<file path="config.mk">
export PLATFORM = sky130hd
export DESIGN_NAME = split_sampler_ctrl
export DESIGN_NICKNAME = d
export VERILOG_FILES = /design/src/rtl/split_ctrl_pkg.sv /design/src/rtl/split_lfsr32.sv /design/src/rtl/split_sampler_ctrl.sv
export SDC_FILE = /design/constraint.sdc
export NUM_CORES = 1
export LEC_CHECK = 0
export ABC_AREA = 1
export BUFFER_PORTS_ARGS = -buffer_cell sky130_fd_sc_hd__buf_2
export CORE_AREA = 4 4 234 236
export CTS_CLUSTER_SIZE = 24
export DETAILED_ROUTE_END_ITERATION = 12
export DIE_AREA = 0 0 238 240
export SLEW_MARGIN = 10
export SYNTH_ARGS = -nofsm -noshare
export SYNTH_HDL_FRONTEND = slang
export SYNTH_HIERARCHICAL = 1
export SYNTH_SLANG_ARGS = --single-unit
</file>
<file path="constraint.sdc">
create_clock -name clk -period 2.3 [get_ports clk]
set_clock_uncertainty 0.2 [all_clocks]
set_input_delay 0.46 -clock clk [delete_from_list [all_inputs] [get_ports clk]]
set_output_delay 0.46 -clock clk [all_outputs]
set_load 0.03 [all_outputs]
</file>
<file path="src/rtl/split_ctrl_pkg.sv">
// Shared types and helpers for the split sampler controller.
// Optional build macro used by the controller: SPLIT_CTRL_STATS_EN.
package split_ctrl_pkg;

  typedef enum logic [2:0] {
    IDLE,
    GEN,
    WAIT,
    CHECK,
    OUT
  } state_t;

  localparam int LFSR_W = 32;
  localparam logic [LFSR_W-1:0] LFSR_POLY = 32'h80200003;

  // Number of 32-bit LFSR words needed to cover a candidate vector.
  function automatic int nwords(input int cand_w);
    return (cand_w + LFSR_W - 1) / LFSR_W;
  endfunction

endpackage

</file>
<file path="src/rtl/split_lfsr32.sv">
// 32-bit Galois LFSR (right shift) with seed load and zero-seed fixup.
// next_value is the value the register takes on a step; the controller
// writes it straight into the candidate so the word and the LFSR agree.
module split_lfsr32
  import split_ctrl_pkg::*;
(
  input  logic              clk,
  input  logic              rst,
  input  logic              load,
  input  logic              step,
  input  logic [LFSR_W-1:0] seed,
  output logic [LFSR_W-1:0] next_value
);

  logic [LFSR_W-1:0] lfsr_reg;
  logic [LFSR_W-1:0] seed_fixed;

  // One Galois step of the current state; a zero seed would lock up, so use 1.
  always_comb begin
    next_value = lfsr_reg[0] ? ((lfsr_reg >> 1) ^ LFSR_POLY) : (lfsr_reg >> 1);
    seed_fixed = (seed == '0) ? LFSR_W'(1) : seed;
  end

  // State register: load has priority over step.
  always_ff @(posedge clk) begin
    if (rst) begin
      lfsr_reg <= '0;
    end else if (load) begin
      lfsr_reg <= seed_fixed;
    end else if (step) begin
      lfsr_reg <= next_value;
    end
  end

endmodule

</file>
<file path="src/rtl/split_sampler_ctrl.sv">
// Sequencer for a bank of split constraint checkers: fills a candidate
// vector word by word from an LFSR, waits for the checkers to settle,
// ANDs their verdicts and retries until success or the try budget ends.
// Optional build macro: SPLIT_CTRL_STATS_EN adds per-split reject counters.
module split_sampler_ctrl
  import split_ctrl_pkg::*;
#(
  parameter int CAND_W     = 232,
  parameter int NUM_SPLITS = 10,
  parameter int EVAL_LAT   = 1,
  parameter int MAX_TRIES  = 1024,
  parameter int TRY_W      = 16
) (
  input  logic                  clk,
  input  logic                  rst,
  input  logic                  start,
  input  logic [31:0]           seed,
  output logic                  busy,
  output logic [CAND_W-1:0]     cand,
  input  logic [NUM_SPLITS-1:0] split_x,
  output logic                  res_valid,
  input  logic                  res_ready,
  output logic [CAND_W-1:0]     res_data,
  output logic                  res_fail,
  output logic [TRY_W-1:0]      tries
`ifdef SPLIT_CTRL_STATS_EN
  ,
  output logic [NUM_SPLITS*16-1:0] rej_cnt
`endif
);

  localparam int NWORDS = nwords(CAND_W);
  localparam int WIDX_W = (NWORDS > 1) ? $clog2(NWORDS) : 1;
  localparam int WCNT_W = (EVAL_LAT > 0) ? $clog2(EVAL_LAT + 1) : 1;

  state_t state_reg, state_next;

  logic [WIDX_W-1:0] word_idx_reg;
  logic [WCNT_W-1:0] wcnt_reg;
  logic [TRY_W-1:0]  tries_reg;
  logic              res_fail_reg;
  logic [CAND_W-1:0] cand_reg;
  wire  [CAND_W-1:0] cand_next;

  logic [LFSR_W-1:0] lfsr_next;
  logic              start_load;
  logic              gen_step;
  logic              last_word;
  logic              all_ok;
  logic              last_try;
  logic              fail_check;

  // Decode of the current state into datapath controls.
  always_comb begin
    start_load = (state_reg == IDLE) && start;
    gen_step   = (state_reg == GEN);
    last_word  = (word_idx_reg == WIDX_W'(NWORDS - 1));
    all_ok     = &split_x;
    last_try   = ((tries_reg + 1'b1) == TRY_W'(MAX_TRIES));
    fail_check = (state_reg == CHECK) && !all_ok;
  end

  split_lfsr32 u_lfsr (
    .clk        (clk),
    .rst        (rst),
    .load       (start_load),
    .step       (gen_step),
    .seed       (seed),
    .next_value (lfsr_next)
  );

  // Per-word candidate update: only the word selected in GEN takes the new
  // LFSR value; the top word keeps just the bits that exist.
  for (genvar gi = 0; gi < NWORDS; gi++) begin : g_word
    localparam int WORD_W = (gi == NWORDS - 1) ? (CAND_W - 32 * gi) : 32;
    assign cand_next[32*gi +: WORD_W] =
      (gen_step && (word_idx_reg == WIDX_W'(gi))) ? lfsr_next[WORD_W-1:0]
                                                  : cand_reg[32*gi +: WORD_W];
  end

  // FSM state register.
  always_ff @(posedge clk) begin
    if (rst) begin
      state_reg <= IDLE;
    end else begin
      state_reg <= state_next;
    end
  end

  // Next-state logic.
  always_comb begin
    state_next = state_reg;
    case (state_reg)
      IDLE: begin
        if (start) state_next = GEN;
      end
      GEN: begin
        if (last_word) state_next = (EVAL_LAT == 0) ? CHECK : WAIT;
      end
      WAIT: begin
        if (wcnt_reg <= WCNT_W'(1)) state_next = CHECK;
      end
      CHECK: begin
        if (all_ok || last_try) state_next = OUT;
        else                    state_next = GEN;
      end
      OUT: begin
        if (res_ready) state_next = IDLE;
      end
      default: state_next = IDLE;
    endcase
  end

  // Datapath: word index, settle counter, try counter, verdict and candidate.
  always_ff @(posedge clk) begin
    if (rst) begin
      word_idx_reg <= '0;
      wcnt_reg     <= '0;
      tries_reg    <= '0;
      res_fail_reg <= 1'b0;
      cand_reg     <= '0;
    end else begin
      cand_reg <= cand_next;
      case (state_reg)
        IDLE: begin
          if (start) begin
            word_idx_reg <= '0;
            tries_reg    <= '0;
            res_fail_reg <= 1'b0;
          end
        end
        GEN: begin
          if (last_word) begin
            word_idx_reg <= '0;
            wcnt_reg     <= WCNT_W'(EVAL_LAT);
          end else begin
            word_idx_reg <= word_idx_reg + 1'b1;
          end
        end
        WAIT: begin
          wcnt_reg <= wcnt_reg - 1'b1;
        end
        CHECK: begin
          if (tries_reg != TRY_W'(MAX_TRIES)) tries_reg <= tries_reg + 1'b1;
          if (all_ok)        res_fail_reg <= 1'b0;
          else if (last_try) res_fail_reg <= 1'b1;
        end
        default: ;
      endcase
    end
  end

`ifdef SPLIT_CTRL_STATS_EN
  wire [NUM_SPLITS*16-1:0] rej_flat;

  for (genvar gi = 0; gi < NUM_SPLITS; gi++) begin : g_rej
    logic [15:0] cnt_reg;

    // Count failed checks where this split was unsatisfied, saturating.
    always_ff @(posedge clk) begin
      if (rst || start_load) begin
        cnt_reg <= '0;
      end else if (fail_check && !split_x[gi] && (cnt_reg != 16'hFFFF)) begin
        cnt_reg <= cnt_reg + 16'd1;
      end
    end

    assign rej_flat[16*gi +: 16] = cnt_reg;
  end

  assign rej_cnt = rej_flat;
`endif

  assign busy      = (state_reg != IDLE);
  assign res_valid = (state_reg == OUT);
  assign cand      = cand_reg;
  assign res_data  = cand_reg;
  assign res_fail  = res_fail_reg;
  assign tries     = tries_reg;

endmodule

</file>
# [After elaboration in Yosys (flattened, before gate mapping)]
# Cells that the tools add are included.
[totals] ff_bits=288 word_cells=84 inputBits=46 output_inout_bits=483
[op_classes] bitwise_logic=1 n_eq_ne=19 magnitude_cmp=1 n_mux=22 add_sub_neg=3 n_reduce_logical=24
[ops] operator="$mux W32" count=4
[ops] operator="$logic_not A32 Y1" count=1
[ops] operator="$mux W16" count=2
[ops] operator="$pmux W16 S2" count=1
[ops] operator="$mux W3" count=7
[ops] operator="$add A16 B1 Y16 const B" count=1
[ops] operator="$eq A16 B11 Y1 const B" count=1
[ops] operator="$ne A16 B11 Y1 const B" count=1
[ops] operator="$eq A3 B3 Y1 const B" count=5
[ops] operator="$pmux W3 S5" count=1
[ops] operator="$eq A3 B2 Y1 const B" count=4
[ops] operator="$reduce_and A10 Y1" count=1
[ops] operator="$logic_and A1 B1 Y1" count=9
[ops] operator="$reduce_bool A2 Y1" count=4
[ops] operator="$eq A3 B1 Y1 const B" count=2
[ops] operator="$logic_not A3 Y1" count=2
[ops] operator="$ne A2 B1 Y1 const B" count=3
[ops] operator="$pmux W3 S2" count=1
[ops] operator="$reduce_and A3 Y1" count=2
[ops] operator="$mux W1" count=4
[ops] operator="$ne A2 B2 Y1 const B" count=2
[ops] operator="$not A3 Y4" count=1
[ops] operator="$pmux W1 S2" count=2
[ops] operator="$reduce_and A2 Y1" count=2
[ops] operator="other kinds (7)" count=7

# [Logic depth before layout (Yosys ltp)]
# Gate-level depths: netlist (run 1).
[depth] depth_word=5 mapped_depth=15 mapped_depth_nobuf=15

# [Cells and area by module]
# The synthesis (run 1) kept the hierarchy.
[by_module_without_submodules] mod="split_sampler_ctrl" area_per_inst_um2=11242.0 cells_per_inst=1501 n_inst=1 seq_area_each_um2=5104.9
[by_module_without_submodules] mod="split_lfsr32" area_per_inst_um2=1866.8 cells_per_inst=243 n_inst=1 seq_area_each_um2=640.6

# [Least setup slack after synthesis (run 1)]
# OpenSTA, ideal clock, no wires.
[synth_path] path_type="reg2reg" startpoint="reg tries_reg[1], in the netlist tries[1]" endpoint="reg state_reg[0]" n_path_buf=0 setup_ns=0.132 arrival_time_ns=1.781 t_required_ns=1.968 synth_period_minus_slack_ns=2.114 slack_ns=0.186 path_stages_with_launch=15 path_cell_list="dfxtp_1 -> ha_1 -> nand2_1 -> nor2_2 -> nand3_1 -> nand2_1 -> nand2_1 -> nor2_1 -> nand2_1 -> nor2_1 -> nand2_2 -> nand2_1 -> nand2_1 -> nand2_1 -> a21oi_1"
[synth_between] elab_chain_cells=5
[synth_lines] element="start, declared" line_no="split_sampler_ctrl.sv:40" text="logic [TRY_W-1:0] tries_reg;"
[synth_lines] element="start signal, assigned" line_no="split_sampler_ctrl.sv:144" text="if (tries_reg != TRY_W'(MAX_TRIES)) tries_reg <= tries_reg + 1'b1;"
[synth_lines] element="$add A16 B1 Y16" line_no="split_sampler_ctrl.sv:59" text="last_try = ((tries_reg + 1'b1) == TRY_W'(MAX_TRIES));"
[synth_lines] element="$eq A16 B11 Y1" line_no="split_sampler_ctrl.sv:59"
[synth_lines] element="$logic_or A1 B1 Y1" line_no="split_sampler_ctrl.sv:104" text="if (all_ok || last_try) state_next = OUT;"
[synth_lines] element="$mux W3" line_no="split_sampler_ctrl.sv:104"
[synth_lines] element="$pmux W3 S5" line_no="split_sampler_ctrl.sv:93" text="case (state_reg)"
[synth_lines] element="end signal, assigned" line_no="split_sampler_ctrl.sv:86" text="state_reg <= state_next;"
[synth_lines] element="end, declared" line_no="split_sampler_ctrl.sv:36" text="state_t state_reg, state_next;"
# No other way between the ends.
# A chain may end at the register's enable or synchronous reset.

# [Final worst setup path (run 1)]
[layout_path] startpoint="reg state_reg[1]" endpoint="out busy"
[layout_between] elab_chain_cells=1
[layout_lines] element="$reduce_bool A3 Y1" line_no="split_sampler_ctrl.sv:174" text="assign busy = (state_reg != IDLE);"
[layout_lines] element="end, declared" line_no="split_sampler_ctrl.sv:18" text="output logic busy,"
# No other way between the ends.

==> out/results.tsv, run 1 <==
stage	metric	value	unit
worst_setup_path	crit_path_max_fanout	4	
floorplan	core	0.0524	sq mm
worst_setup_path	critPathRequiredTime	1640	ps
cts	worstSkewPairLatency	580	ps
worst_setup_path	cp-start-kind	flop	
global_routing	grt_pass1_vias	10483	
cts	clk_pin_slew	70	ps
worst_setup_path	end_kind	output pin	
sta	tightestPinTransition	726	ps
placement	placed_cells	2661	
pwr	powerDensity	934	mW/mm^2
routing	ant_nets	0	
pwr	combPwrFrac	0.222	
routing	viasPerCell	4.30	
placement	hpwl	36000	microns
yosys	async_reset_ff_frac	0	
layout	fillers	5687	
pwr	cellInternalPower	9.65	mW
cts	cts_buffers	31	
yosys	synth_flop_cell	dfxtp_1	
pwr	p_sw	5.39	mW
sta	hold_ws	121	ps
floorplan	start_util	0.250	
sta	slew_headroom	0.515	
worst_setup_path	cp_slowest_stage_delay	380	ps
floorplan	die_y	240	microns
worst_setup_path	crit_slowest_cell	dfxtp_1	
pwr	p_seq_frac	0.416	
placement	port_buffers	528	
layout	layout_commonest_cell	buf_2	
yosys	ys_warn_count	6	
cts	cts_buffer_depth	3	
layout	utilization	0.307	
run	cap_violations	0	
yosys	syn_avg_cell_area	7.52	sq um
cts	cts_tree	yes	
floorplan	die_w	238	microns
global_routing	grt_pass1_wl	69100	microns
yosys	synth.net_count	1798	
min_path	min_path_type	input port to flop	
global_routing	overflow	0	
global_routing	grt_max_degree	86	
pwr	finalPower	15.0	mW
pwr	irDropWorstVdd	0.000486	V
run_status	status	finished clean	
sta	fin_setup_tns	0	ps
layout	layout-drive-gt1-share	0.326	
floorplan	pin_count	529	
placement	gp_congestion	0.866	
sta	maxClockFrequency	0.468	GHz
worst_setup_path	cp_cell_sequence	nor2_1, inv_1, nor2_1, inv_1, buf_2	
routing	drt-pass1-iter-count	5	
routing	num_vias	11852	
yosys	syn_inst	1744	
floorplan	die-area	0.0571	sq mm
global_routing	antenna_found_initial	3	
routing	initialDrtViolationCount	623	
yosys	synth-seq-cells	287	
yosys	netlist_area	0.0131	sq mm
pwr	power.share.switching	0.358	
cts	cts-root-buf	clkbuf_16	
layout	seq_area	0.00575	sq mm
cts	clkSinkCount	287	
sta	drv_slew	0	
sta	finalCriticalPeriod	2140	ps
pwr	leakage	7.95	nW
sta	finalSetupViolCount	0	
layout	synthToLayoutAreaGrowth	22.8	%
cts	htree_num_levels	1	
worst_setup_path	critPathArrivalTime	1480	ps
yosys	yosysSeqAreaShare	0.438	
yosys	synthDistinctLibCells	40	
sta	hold_viol	0	
routing	drt_wl_total	49200	microns
layout	finalNetCount	2092	
layout	multi_input_area	0.00476	sq mm
routing	drcViolationCount	0	
layout	stdcell_count	2754	
floorplan	fp-row-count	84	
sta	rsz0062_at_grt	no	
routing	routedWlPerCell	17.9	microns
worst_setup_path	path_class	flop to output pin	
cts	post_cts_buffers	0	
sta	finalCritPeriodShare	0.930	
layout	largest_reg_flops	232	
yosys	synth_edf_count	0	
global_routing	grtUsageTotal	0.158	
pwr	clockPowerShare	0.362	
layout	layout_common_cells	buf_2 (527), nor2_1 (507), dfxtp_1 (287)	
critical path, delay by kind of cell, from the launching register on:
kind	cells	cell delay, ps
and+or+nand+nor	2	100
buffers and inverters	3	430
DFF	1	380
stage by stage:
stage,worst slack (ps),area [sq um]
6_report,161,16100
2_1_floorplan,186,13100
3_5_place_dp,255,14600
3_3_place_gp,228,14600
4_1_cts,93.8,16100
5_1_grt,24.3,16100
path summary, 6_finish.rpt:
| check | start | to | slack, ps | cells past startpoint |
|---|---|---|---|---|
| worst max register to register | tries[0] | state_reg[0] | 230 | 14 |
| worst min-delay path | split_x[5] | state_reg[2] | 120 | 5 |
| worst max-delay path | state_reg[1] | busy | 160 | 5 |
| worst min register to register | cand[45] | cand[45] | 290 | 2 |
synthesized netlist by cell type (3+ instances only):
library cell	n	area (sq um)
a21oi_1	21	105
o21ai_1	21	105
o21ai_2	12	105
nand4_1	9	56.3
ha_1	8	100
inv_1	43	161
clkbuf_1	56	210
o21ai_0	237	1190
nor4_1	3	18.8
dfxtp_1	287	5750
nand3_1	23	115
buf_4	273	2050
a31oi_1	25	156
nor2_1	510	1910
buf_6	5	56.3
inv_2	5	18.8
nand2_1	163	612
buf_2	4	20.0
nor3_2	3	30.0
dlymetal6s2s_1	3	37.5
a31oi_2	5	62.6
nand2_2	3	18.8
clkbuf_4	3	22.5
cell families (layout without fill, tap and decap cells):
logic type      after synthesis  in the layout  share of synthesized area
compound gates              326            326                      0.134
xor+xnor                      3              3                    0.00200
fa+ha+maj                     8              8                    0.00764
buf+inv                     398            716                      0.202
flops                       287            287                      0.438
other cells                   0              4                          0
simple gates                722            722                      0.215
what timing repair did:
item / in CTS / in global routing
endpoints found under the hold margin: 32 / 0
gates resized for setup: 0 / 5
endpoints found under the setup margin: 0 / 3
hold buffers: 32 / 0
per-layer routing:
metal,global-route usage,vias to the layer above,part of all wire
met4,0.0399,6,0.023
met1,0.214,5441,0.44
met2,0.263,422,0.47
li1,-,5916,-
met5,0,-,0.00069
met3,0.0258,67,0.060
power groups by stage:
stage	sequential, mW	combinational (mW)	clock [mW]
finish	6.26	3.34	5.44
global route	6.34	3.59	5.80
CTS	6.29	3.36	5.59
detailed placement	6.40	3.31	0
global placement	6.39	3.31	0
floorplan	6.22	2.37	0
layout make-up:
type | instances | area share
diodes | 4 | 0.000622
clock buffers | 46 | 0.0566
clock inverters | 11 | 0.0123
inverters | 49 | 0.0117
multi-input cells | 1059 | 0.296
flip-flops and latches | 287 | 0.357
well taps | 688 | 0.0535
repair buffers | 610 | 0.213
No activity file was read; power rests on OpenSTA's default activity.
==> run 2, diff against run 1 <==
--- a/config.mk
+++ b/config.mk
@@ -9,6 +9,6 @@
 export BUFFER_PORTS_ARGS = -buffer_cell sky130_fd_sc_hd__buf_2
-export CORE_AREA = 4 4 234 236
+export CORE_AREA = 4 4 231 233
 export CTS_CLUSTER_SIZE = 24
 export DETAILED_ROUTE_END_ITERATION = 12
-export DIE_AREA = 0 0 238 240
+export DIE_AREA = 0 0 235 237
 export SLEW_MARGIN = 10
@@ -16,3 +16,2 @@
 export SYNTH_HDL_FRONTEND = slang
-export SYNTH_HIERARCHICAL = 1
 export SYNTH_SLANG_ARGS = --single-unit
==> constraint.sdc (replaced) <==
create_clock -name clk -period 2.3 [get_ports clk]
set_clock_uncertainty 0.2 [all_clocks]
set_input_delay 0 -clock clk [delete_from_list [all_inputs] [get_ports clk]]
set_output_delay 0 -clock clk [all_outputs]
set_load 0.03 [all_outputs]
==> run 2 against run 1 <==
Worst hold slack worse by 33 ps. Critical endpoint is now u_lfsr.lfsr_reg[18]. Sequential share of layout area up 0.22 points. Non-clock buffer count down 3. Largest power group unchanged.
==> out/results.tsv, run 2 <==
stage	metric	value	unit
run_status	status	finished clean	
routing	drt_wl_total	50500	microns
routing	initialDrtViolationCount	774	
worst_setup_path	cp-start-kind	flop	
worst_setup_path	r2r_cells	7	
worst_setup_path	critPathBufInv	2	
layout	layout-drive-gt1-share	0.326	
yosys	synth.net_count	1724	
run	cap_violations	0	
yosys	synth_most_common_cell	dfxtp_1	
worst_setup_path	end_kind	flop	
sta	finalCriticalPeriod	2170	ps
yosys	synth-seq-cells	287	
floorplan	die_y	237	microns
cts	clkSinkCount	287	
yosys	ys_warn_count	0	
routing	num_vias	12034	
layout	synthToLayoutAreaGrowth	26.1	%
sta	finalCritPeriodShare	0.944	
pwr	leakage	7.83	nW
yosys	netlist_area	0.0127	sq mm
worst_setup_path	crit_slowest_cell	dlygate4sd3_1	
worst_setup_path	cp_slowest_stage_delay	600	ps
floorplan	pin_count	529	
placement	hpwl	35900	microns
pwr	combPwrFrac	0.211	
pwr	clockPowerShare	0.373	
routing	drt-pass1-iter-count	5	
yosys	yosysTopAreaCell	dfxtp_1	
layout	layout_common_cells	buf_2 (527), dfxtp_1 (284), nor2_1 (253)	
worst_setup_path	cp_cell_sequence	nor2_1, nand2_1, nor2_4, buf_12, nor2_2, a221oi_1, dlygate4sd3_1	
floorplan	die-area	0.0557	sq mm
yosys	async_reset_ff_frac	0	
worst_setup_path	critical_path.top_delay_family	buffers and inverters	
routing	drcViolationCount	0	
worst_setup_path	crit_path_max_fanout	17	
floorplan	fp-row-count	83	
yosys	synth_top_area_share	0.453	
pwr	p_seq_frac	0.416	
yosys	syn_avg_cell_area	7.61	sq um
yosys	yosysSeqAreaShare	0.453	
yosys	synth_edf_count	0	
cts	cts_tree	yes	
yosys	synthDistinctLibCells	33	
placement	port_buffers	528	
worst_setup_path	path_class	flop to flop	
worst_setup_path	cp.depth	7	
pwr	irDropWorstVdd	0.000378	V
routing	viasPerCell	4.50	
cts	worstSkewPairLatency	530	ps
yosys	syn_inst	1669	
sta	tightestPinTransition	964	ps
sta	drv_slew	0	
sta	maxClockFrequency	0.461	GHz
sta	hold_viol	0	
global_routing	overflow	0	
floorplan	start_util	0.248	
cts	htree_num_levels	2	
sta	slew_headroom	0.357	
pwr	power.share.switching	0.354	
pwr	powerDensity	935	mW/mm^2
worst_setup_path	critPathRequiredTime	2570	ps
layout	layout_commonest_cell	buf_2	
routing	routedWlPerCell	18.9	microns
cts	clk_pin_slew	60	ps
min_path	hold_depth	4	
floorplan	core	0.0512	sq mm
sta	fin_setup_tns	0	ps
cts	cts-root-buf	clkbuf_16	
global_routing	grtUsageTotal	0.167	
routing	ant_nets	0	
global_routing	grt_pass1_wl	71800	microns
yosys	synth_flop_cell	dfxtp_1	
yosys	netlist_top_cells_count	dfxtp_1 (287), nor2_1 (254), buf_4 (236)	
global_routing	grt_pass1_vias	11161	
cts	cts_buffers	34	
sta	rsz0062_at_grt	no	
sta	finalSetupViolCount	0	
worst_setup_path	rrSetupSlack	130	ps
min_path	min_path_type	input port to flop	
floorplan	die_w	235	microns
cts	cts_buffer_depth	3	
pwr	finalPower	15.0	mW
layout	largest_reg_flops	232	
worst_setup_path	critPathArrivalTime	2440	ps
pwr	p_sw	5.31	mW
yosys	synth_area_leaders	dfxtp_1 (45%), buf_4 (14%), nor2_1 (7.5%)	
layout	finalNetCount	2023	
global_routing	antenna_found_initial	2	
global_routing	grt_max_degree	106	
placement	gp_congestion	0.818	
pwr	cellInternalPower	9.67	mW
[run 2: cell types whose count changed in the layout (fill, tap and decap cells not counted), sizes merged, moves of 30 or more]
cell,delta
a21oi,+148
a31oi,-30
inv,+58
nand2,+55
nor2,-253
o21ai,-98
[run 2: per-stage QoR]
stage / instance area (sq um) / worst slack, ps / hold slack, ps / instances / utilization
finish: 16000 / 129 / 87.4 / 2674 / 0.313
global route: 16000 / 24.4 / 69.3 / 2672 / 0.313
CTS: 15900 / 36.8 / 34.4 / 2670 / 0.312
detailed placement: 14400 / 42.5 / 63.2 / 2570 / 0.281
global placement: 14400 / 38.6 / 54.0 / 2570 / 0.281
floorplan: 12700 / 158 / -65.1 / 1669 / -
[run 2: worst reg2reg max path: cells and delay by family, from the launching register on]
kind / cells / cell delay (ps)
compound gates: 1 / 260
buf+inv: 2 / 780
flops: 1 / 340
simple gates: 4 / 550
[run 2: cell families (layout without fill, tap and decap cells)]
family	count (synthesis)	count (layout)	synth area share
AND/OR/NAND/NOR	540	540	0.171
buffers and inverters	453	776	0.207
AO/OA/AOI/OAI	377	377	0.159
flip-flops	287	287	0.453
adder cells (fa/ha/maj)	9	9	0.00887
XOR/XNOR	3	3	0.00207
other	0	2	0
[run 2: cell type report]
| type | count | area (sq um) |
|---|---|---|
| fill | 5496 | 35200 |
| sequential | 287 | 5750 |
| multi-input combinational | 929 | 4380 |
| timing repair buffer | 607 | 3470 |
| clock buffer | 49 | 1010 |
| tap | 680 | 851 |
| inverter | 109 | 414 |
| clock inverter | 11 | 138 |
| antenna | 2 | 5.00 |
[run 2: layer usage]
metal,GRT usage,up-vias,share of wire
li1,-,5754,-
met1,0.212,5657,0.42
met2,0.288,554,0.48
met3,0.0369,69,0.074
met4,0.0460,0,0.025
met5,0,-,0
[run 2: power groups by stage]
stage / Clock (mW) / Combinational, mW / Sequential (mW)
6_report: 5.58 / 3.16 / 6.23
5_1_grt: 5.96 / 3.38 / 6.29
4_1_cts: 5.76 / 3.16 / 6.24
3_5_place_dp: 0 / 3.08 / 6.34
3_3_place_gp: 0 / 3.06 / 6.33
2_1_floorplan: 0 / 2.02 / 6.12
[run 2: timing repair]
action                                  CTS  global route
hold buffers                             40             0
resized for setup                         0             8
endpoints found under the setup margin    0             9
endpoints found under the hold margin   287             0
buffers inserted                          0             1
[run 2: path summary, 6_finish.rpt]
check / from / end
worst max-delay path: state_reg[0] / u_lfsr.lfsr_reg[18]
worst min-delay path: seed[2] / u_lfsr.lfsr_reg[2]
worst max register to register: state_reg[0] / u_lfsr.lfsr_reg[18]
worst min register to register: cand[187] / cand[187]
==> run 3, diff against run 2 <==
RECOVER_POWER = 25   (was unset)
==> run 3 against run 2 <==
Die area unchanged. Largest power group unchanged. Flip-flop and latch count unchanged. Core utilization down 0.46 points. Global-route usage unchanged. Non-clock buffer count unchanged. Routed wire length up 0.35%. Cell count about the same. Sequential share of layout area up 0.54 points. Worst hold slack worse by 4.2 ps. Via count down 0.15%. Count of clock-buffer cells in the layout unchanged. Worst setup slack worse by 3.4 ps.
==> out/results.tsv, run 3 (synthesis results as in run 2) <==
stage	metric	value	unit
cts	cts_buffer_depth	3	
sta	slew_headroom	0.384	
placement	port_buffers	528	
cts	clkSinkCount	287	
routing	num_vias	12016	
sta	finalSetupViolCount	0	
worst_setup_path	critical_path.top_delay_family	buffers and inverters	
worst_setup_path	cp-start-kind	flop	
pwr	cellInternalPower	9.61	mW
routing	met3_length	4430	microns
layout	layout-drive-gt1-share	0.229	
pwr	clockPowerShare	0.374	
pwr	p_seq_frac	0.417	
pwr	powerDensity	946	mW/mm^2
routing	drt-pass1-iter-count	5	
placement	hpwl	35900	microns
layout	layout_common_cells	buf_2 (335), dfxtp_1 (284), nor2_1 (253)	
routing	viasPerCell	4.49	
sta	fin_setup_tns	0	ps
sta	finalCritPeriodShare	0.945	
floorplan	fp-row-count	83	
cts	clk_pin_slew	60	ps
global_routing	antenna_found_initial	2	
sta	finalCriticalPeriod	2170	ps
worst_setup_path	end_kind	flop	
cts	cts_tree	yes	
sta	maxClockFrequency	0.460	GHz
placement	gp_congestion	0.818	
min_path	min_path_type	input port to flop	
worst_setup_path	critPathBufInv	2	
layout	utilization	0.308	
sta	rsz0062_at_grt	no	
cts	htree_num_levels	2	
global_routing	grt_max_degree	106	
pwr	leakage	6.99	nW
global_routing	grt_pass1_vias	11161	
sta	hold_viol	0	
pwr	p_sw	5.32	mW
worst_setup_path	crit_path_max_fanout	17	
worst_setup_path	path_class	flop to flop	
layout	largest_reg_flops	232	
sta	tightestPinTransition	923	ps
floorplan	die_w	235	microns
worst_setup_path	cp_cell_sequence	nor2_1, nand2_1, nor2_4, buf_12, nor2_2, a221oi_1, dlygate4sd3_1	
floorplan	core	0.0512	sq mm
routing	dr.max_layer_used	met4	
layout	synthToLayoutAreaGrowth	24.3	%
routing	routedWlPerCell	18.9	microns
worst_setup_path	cp_slowest_stage_delay	600	ps
cts	cts-root-buf	clkbuf_16	
pwr	power.share.switching	0.356	
cts	worstSkewPairLatency	530	ps
routing	ant_nets	0	
worst_setup_path	critPathArrivalTime	2450	ps
pwr	irDropWorstVdd	0.000379	V
cts	cts_buffers	34	
global_routing	overflow	0	
layout	finalNetCount	2023	
floorplan	pin_count	529	
global_routing	grt_pass1_wl	71800	microns
pwr	combPwrFrac	0.208	
floorplan	start_util	0.248	
routing	route.met2.wl	24200	microns
run_status	status	finished clean	
routing	initialDrtViolationCount	792	
global_routing	grtUsageTotal	0.167	
routing	drcViolationCount	0	
worst_setup_path	critPathRequiredTime	2570	ps
floorplan	die-area	0.0557	sq mm
sta	drv_slew	0	
floorplan	die_y	237	microns
routing	wl_met1	20700	microns
worst_setup_path	crit_slowest_cell	dlygate4sd3_1	
run	cap_violations	0	
routing	drt_wl_total	50600	microns
layout	layout_commonest_cell	buf_2	
==> run 3: changes by cell type in the layout (fill, tap and decap cells not counted), sizes merged <==
cell,change
buf,-192
clkbuf,+192
diode,+1
==> run 3: what timing repair did <==
action	in CTS	in global routing
setup endpoints to repair	0	9
setup buffers	0	1
hold buffers	40	0
hold endpoints to repair	287	0
gates resized for setup	0	8
==> run 3: path summary, 6_finish.rpt <==
check / from / end / slack [ps] / depth (start not counted)
min reg2reg: cand[187] / cand[187] / 270 / 2
max reg2reg: state_reg[0] / u_lfsr.lfsr_reg[18] / 130 / 7
max: state_reg[0] / u_lfsr.lfsr_reg[18] / 130 / 7
min: seed[2] / u_lfsr.lfsr_reg[2] / 80 / 4
==> run 3: metal layers <==
| layer | global-route usage | vias up |
|---|---|---|
| met3 | 0.0369 | 65 |
| met2 | 0.288 | 553 |
| met1 | 0.212 | 5642 |
| li1 | - | 5756 |
| met4 | 0.0460 | 0 |
| met5 | 0 | - |
==> run 3: layout make-up <==
class                           count  area [sq um]
Timing Repair Buffer              607          3230
Inverter                          109           414
Clock inverter                     11           138
Multi-Input combinational cell    929          4380
Antenna cell                        3          7.51
Fill cell                        5602         35400
Tap cell                          680           851
Clock buffer                       49          1010
Sequential cell                   287          5750
==> run 3: power by group through the flow <==
stage | Clock (mW) | Sequential [mW] | Combinational [mW]
CTS | 5.76 | 6.24 | 3.16
finish | 5.59 | 6.23 | 3.11
global placement | 0 | 6.33 | 3.06
global route | 5.96 | 6.30 | 3.33
detailed placement | 0 | 6.34 | 3.08
floorplan | 0 | 6.12 | 2.02
==> run 3: worst register-to-register path: stages (launching register included) <==
cell and delay, ps:
dfxtp_1 340, nor2_1 150, nand2_1 140, nor2_4 180, buf_12 180, nor2_2 80, a221oi_1 260, dlygate4sd3_1 600
==> run 3: metrics by stage <==
| step | worst slack, ps | instances | cell area [sq um] | hold WS, ps | power [mW] |
|---|---|---|---|---|---|
| after detailed placement | 42.5 | 2570 | 14400 | 63.2 | 9.43 |
| after global placement | 38.6 | 2570 | 14400 | 54.0 | 9.38 |
| after floorplan | 158 | 1669 | 12700 | -65.1 | 8.14 |
| final | 126 | 2675 | 15800 | 83.3 | 14.9 |
| after CTS | 36.8 | 2670 | 15900 | 34.4 | 15.2 |
| after global routing | 24.4 | 2672 | 15800 | 69.3 | 15.6 |
